--- src/rtl/lighthouse_pkg.sv ---
// Shared constants, types and helpers for the lighthouse base-station emulator.
package lighthouse_pkg;

  localparam int NUM_CH = 16;
  localparam int CNT_W  = 19;

  localparam int DEF_PERIOD      = 416667;
  localparam int DEF_SYNC_BASE   = 3125;
  localparam int DEF_SYNC_STEP   = 521;
  localparam int DEF_SWEEP_WIDTH = 500;

  localparam logic [4:0] ADDR_CTRL       = 5'd0;
  localparam logic [4:0] ADDR_STATUS     = 5'd1;
  localparam logic [4:0] ADDR_DELAY_BASE = 5'd16;

  localparam logic [31:0] UNMAPPED_RD = 32'hDEAD_BEEF;

  localparam int CTRL_ENABLE = 0;
  localparam int CTRL_DATA   = 1;
  localparam int CTRL_SKIP   = 2;

  typedef enum logic {IDLE, RUN} state_t;

  // code = {skip, data, axis}; base + step*7 stays below 2^19 for all legal parameters
  function automatic logic [CNT_W-1:0] sync_len_f(input logic [2:0] code,
                                                   input int base, input int step);
    return CNT_W'(base + step * int'(code));
  endfunction

endpackage

--- src/rtl/lighthouse_sweep_channel.sv ---
// One emulated sensor line: staged/active sweep delay and the registered envelope.
module lighthouse_sweep_channel
  import lighthouse_pkg::*;
#(
  parameter int SWEEP_WIDTH = DEF_SWEEP_WIDTH
) (
  input  logic             clock,
  input  logic             reset,
  input  logic [CNT_W-1:0] cnt,
  input  logic             sync_active,
  input  logic             frame_start,
  input  logic             wr_en,
  input  logic [CNT_W-1:0] wr_data,
  output logic [CNT_W-1:0] delay,
  output logic             hit
);

  logic [CNT_W-1:0] delay_act;
  logic [CNT_W:0]   sweep_end;
  logic             sweep;

  // One extra bit so delay + width never wraps; cnt < PERIOD truncates the pulse at frame end.
  assign sweep_end = {1'b0, delay_act} + (CNT_W+1)'(SWEEP_WIDTH);
  assign sweep     = (delay_act != '0) && (cnt >= delay_act) && ({1'b0, cnt} < sweep_end);

  always_ff @(posedge clock) begin
    if (!reset) begin
      delay     <= '0;
      delay_act <= '0;
      hit       <= 1'b0;
    end else begin
      if (wr_en)       delay     <= wr_data;
      if (frame_start) delay_act <= delay;
      hit <= sync_active | sweep;
    end
  end

endmodule

--- src/rtl/lighthouse_emulator.sv ---
// Avalon-MM lighthouse v1 stimulus generator: sync flash on all lines, then per-channel sweep hits.
module lighthouse_emulator
  import lighthouse_pkg::*;
#(
  parameter int PERIOD      = DEF_PERIOD,
  parameter int SYNC_BASE   = DEF_SYNC_BASE,
  parameter int SYNC_STEP   = DEF_SYNC_STEP,
  parameter int SWEEP_WIDTH = DEF_SWEEP_WIDTH
) (
  input  logic        clock,
  input  logic        reset,
  input  logic [4:0]  address,
  input  logic        write,
  input  logic [31:0] writedata,
  input  logic        read,
  output logic [31:0] readdata,
  output logic        waitrequest,
  output logic [15:0] sensor_signal_o
);

  state_t                       state, state_nxt;
  logic [CNT_W-1:0]             cnt;
  logic                         axis;
  logic [15:0]                  frame_count;
  logic                         data_stg, skip_stg, data_act, skip_act;
  logic                         running, frame_start, wrap, ctrl_wr, sync_active;
  logic [CNT_W-1:0]             sync_len;
  logic [NUM_CH-1:0][CNT_W-1:0] delay_stg;
  logic [NUM_CH-1:0]            hit;
  logic                         unused_bits;

  assign unused_bits = ^{read, writedata[31:CNT_W]};

  assign running     = (state == RUN);
  assign frame_start = running && (cnt == '0);
  assign wrap        = running && (cnt == CNT_W'(PERIOD - 1));
  assign ctrl_wr     = write && (address == ADDR_CTRL);

  always_comb begin
    state_nxt = state;
    case (state)
      IDLE: if (ctrl_wr &&  writedata[CTRL_ENABLE]) state_nxt = RUN;
      RUN:  if (ctrl_wr && !writedata[CTRL_ENABLE]) state_nxt = IDLE;
      default: state_nxt = IDLE;
    endcase
  end

  always_ff @(posedge clock) begin
    if (!reset) begin
      state       <= IDLE;
      cnt         <= '0;
      axis        <= 1'b0;
      frame_count <= '0;
      data_stg    <= 1'b0;
      skip_stg    <= 1'b0;
      data_act    <= 1'b0;
      skip_act    <= 1'b0;
    end else begin
      state <= state_nxt;
      if (state_nxt == IDLE) begin
        cnt  <= '0;
        axis <= 1'b0;
      end else if (running) begin
        if (wrap) begin
          cnt         <= '0;
          axis        <= ~axis;
          frame_count <= frame_count + 16'd1;
        end else begin
          cnt <= cnt + 1'b1;
        end
      end
      if (ctrl_wr) begin
        data_stg <= writedata[CTRL_DATA];
        skip_stg <= writedata[CTRL_SKIP];
      end
      // Staged config only lands at frame start so a frame is never altered mid-flight.
      if (frame_start) begin
        data_act <= data_stg;
        skip_act <= skip_stg;
      end
    end
  end

  assign sync_len    = sync_len_f({skip_act, data_act, axis}, SYNC_BASE, SYNC_STEP);
  assign sync_active = running && (cnt < sync_len);

  // In IDLE cnt is 0, so the sweep term is false and the gated sync keeps every line low.
  for (genvar g = 0; g < NUM_CH; g++) begin : g_ch
    lighthouse_sweep_channel #(.SWEEP_WIDTH(SWEEP_WIDTH)) u_ch (
      .clock       (clock),
      .reset       (reset),
      .cnt         (cnt),
      .sync_active (sync_active),
      .frame_start (frame_start),
      .wr_en       (write && address[4] && (address[3:0] == 4'(g))),
      .wr_data     (writedata[CNT_W-1:0]),
      .delay       (delay_stg[g]),
      .hit         (hit[g])
    );
  end

  assign sensor_signal_o = hit;
  assign waitrequest     = 1'b0;

  always_comb begin
    readdata = UNMAPPED_RD;
    if (address[4])
      readdata = {{(32-CNT_W){1'b0}}, delay_stg[address[3:0]]};
    else if (address == ADDR_CTRL)
      readdata = {29'b0, skip_stg, data_stg, running};
    else if (address == ADDR_STATUS)
      readdata = {frame_count, 14'b0, running, axis};
  end

endmodule

--- config.mk ---
export PLATFORM = sky130hd
export DESIGN_NAME = lighthouse_emulator
export DESIGN_NICKNAME = d
export VERILOG_FILES = /design/src/rtl/lighthouse_pkg.sv /design/src/rtl/lighthouse_sweep_channel.sv /design/src/rtl/lighthouse_emulator.sv
export SDC_FILE = /design/constraint.sdc
export NUM_CORES = 2
export LEC_CHECK = 0
export CORE_MARGIN = 2
export CORE_UTILIZATION = 45
export DETAILED_ROUTE_END_ITERATION = 12
export PLACE_DENSITY_LB_ADDON = 0.12
export SYNTH_ARGS = -nofsm -noshare
export SYNTH_HDL_FRONTEND = slang
export SYNTH_SLANG_ARGS = --single-unit
--- constraint.sdc ---
create_clock -name clock -period 5.6 [get_ports clock]
set_clock_uncertainty 0.1 [all_clocks]
set_input_delay 1.68 -clock clock [delete_from_list [all_inputs] [get_ports clock]]
set_output_delay 1.68 -clock clock [all_outputs]
set_load 0.01 [all_outputs]
==> results.cfg <==
[clock_tree]
clockBufferDepth = 3
cts.sinks = 665
cts-root-buf = clkbuf_16
cts-buffers-inserted = 77
cts_tree = built
htree_levels = 3
worstSkewPairLatency_ns = 0.66
clk_pin_slew_worst_paths_ns = 0.05
postCtsHoldBufs = 0

[sta]
period_minus_slack_ns = 5.61
slew_violations = 0
slew_headroom = 0.204
worst_slew_pin_slew_ns = 1.19
grt_setup_unrepaired = no
setup-tns-final_ns = -0.0108
fin_ws_ns = -0.0108
hold_viol = 0
fin_crit_sh = 1.00
final-setup-viol-count = 1
clock.fmax_mhz = 178

[finish]
layout-drive-gt1-share = 0.0718
area_growth_pct = 11.6
nets = 6332
fill_cells = 9798
layout_commonest_cell = nand2_1
most-common-layout-cells = 1387 x nand2_1, 647 x dfxtp_1, 628 x ha_1, 615 x a21boi_0, 340 x inv_1

[global_route]
grt_pass1_wl_um = 248000
grt_pass1_vias = 38600
grt_use_total = 0.314
antenna_found_initial = 9
grt_max_degree = 166
grt_remaining_overflow = 0

[routing]
vias = 41200
first_pass_iters = 5
detailedRoute.firstIterationViolations = 3902
finalWirelength_um = 166000
post-route-drc-count = 0
ant_nets = 0
post_drt_wl_per_cell_um = 23.4
viasPerCell = 5.81

[run_status]
violations = setup timing
status = finished, violations left

[die]
core-area_um2 = 101000
die_w_um = 323
rows = 117
boundaryPins = 90
dieArea_um2 = 105000
die_h_um = 323
initial_core_util = 0.453

[logic_synthesis]
syn_nets = 6318
ys_types = 65
yosys_warnings = 0
syn_area_per_cell_um2 = 8.13
synth_seq_cells = 665
synth_seq_area_share = 0.290
async_flop_share = 0
synthCells = 5649
synth_edf_count = 0
syn_area_um2 = 45900
synth_ff_type = dfxtp_1

[worst_hold_path]
hp-start = g_ch[0].u_ch.delay_act[11]$_SDFFE_PN0P_
timing.hold.worst.class = reg -> reg
min_path_cells = 2
hold_end = g_ch[0].u_ch.delay_act[11]$_SDFFE_PN0P_

[critical_path]
critPathMaxFanout = 14
worstPathArrival_ns = 3.83
cp.required_ns = 3.82
worstSetupPathType = in -> out
worst_setup_path_start_kind = input port
reg2reg_from = axis$_SDFFE_PN0P_
reg2reg_depth = 14
reg2reg_to = g_ch[12].u_ch.hit$_SDFF_PN0_
reg2reg_slack_ns = 1.72
critPathCaptureType = output port

[pwr]
irDropWorstVdd_v = 0.000199
powerDensity_nw_per_um2 = 205
power.static_leakage_nw = 19.7
report.power.total_mw = 10.5

[placed_design]
gp_congestion = 0.961
dp.final_hpwl_um = 123000
io_buffers = 74

[run]
cap_violations = 0
[area by class of cell]
type	count	area (µm²)	area share
Clock buffer	110	2290	0.0446
Timing Repair Buffer	216	2080	0.0406
Multi-Input combinational cell	4362	30200	0.590
Clock inverter	31	323	0.00630
Sequential cell	665	13300	0.260
Antenna cell	2	5.00	0.0000977
Inverter	341	1280	0.0250
Tap cell	1368	1710	0.0334
[kinds of logic after synthesis]
group	Yosys count	synth area share
simple gates	2105	0.199
buf+inv	622	0.0529
mux	99	0.0475
flops	665	0.290
compound gates	1273	0.191
fa+ha+maj	628	0.171
xor+xnor	256	0.0488
other cells	1	0.0000817
[cell usage after synthesis (23+ instances only)]
cell,number,area share
a21oi_1,209,0.023
a2111oi_0,32,0.0061
o211ai_1,25,0.0041
nor3_1,98,0.011
o21ai_0,151,0.016
xor2_1,33,0.0063
and2_1,23,0.0031
mux4_2,95,0.047
nor2_1,147,0.012
inv_1,341,0.028
xnor2_1,223,0.043
a21o_1,88,0.014
nor4_1,40,0.0054
nand4_1,123,0.017
clkbuf_1,239,0.020
a211oi_1,36,0.0059
nand3_1,101,0.011
a21boi_0,615,0.10
dfxtp_1,665,0.29
and3_1,29,0.0040
nand2_1,1390,0.11
o21a_1,29,0.0047
ha_1,628,0.17
nand2b_1,53,0.0072
nor2b_1,45,0.0061
[worst max-delay path, cell delays in order]
cell and delay [ns]:
buf_12 0.15, buf_12 0.16, buf_4 0.11, mux4_2 0.50, mux4_2 0.46, nand2_1 0.08
o21ai_0 0.28, dlygate4sd2_1 0.40
[sequential cells by signal, indices dropped and copies added (netlist names)]
name,flops
skip_stg,1
cnt,19
axis,1
data_act,1
running,1
g_ch.u_ch.hit,16
frame_count,16
g_ch.u_ch.delay_act,304
skip_act,1
data_stg,1
g_ch.u_ch.delay,304
[through the flow]
stage               instances   util  worst slack [ns]  area, µm²  hold WS, ns
global placement         6947  0.478            -0.491      48500        0.354
global route             7094  0.505           0.00103      51200        0.392
floorplan                5649      -            0.0500      45900        0.341
finish                   7095  0.505           -0.0108      51200        0.360
CTS                      7093  0.505           0.00220      51200        0.364
detailed placement       6947  0.478            -0.510      48500        0.358
[metal layers]
metal	up-vias	GRT usage	share of wire
met5	-	0	0.00038
met4	10	0.105	0.037
met3	294	0.0478	0.072
met2	1387	0.500	0.44
met1	19900	0.432	0.45
li1	19700	-	-
[timing repair]
item / CTS / global route
gates cloned: 1 / 0
setup endpoints to repair: 29 / 13
gates resized for setup: 17 / 13
pin swaps: 0 / 0
setup buffers: 4 / 0
[where the power goes]
| group | switching, mW | internal, mW |
|---|---|---|
| Sequential | 0.0275 | 4.75 |
| Combinational | 0.281 | 0.194 |
| Clock | 2.19 | 3.05 |
[worst max path at each step]
| stage | slack (ns) | cells past startpoint | to | from |
|---|---|---|---|---|
| final | -0.01 | 8 | readdata[16] | address[0] |
| after global routing | 0.001 | 7 | readdata[13] | address[0] |
| after CTS | 0.002 | 8 | readdata[1] | address[0] |
| after detailed placement | -0.51 | 6 | readdata[10] | address[2] |
| after global placement | -0.49 | 6 | readdata[10] | address[2] |
| after floorplan | 0.05 | 7 | readdata[10] | address[0] |
No activity file was read; power rests on OpenSTA's default activity.
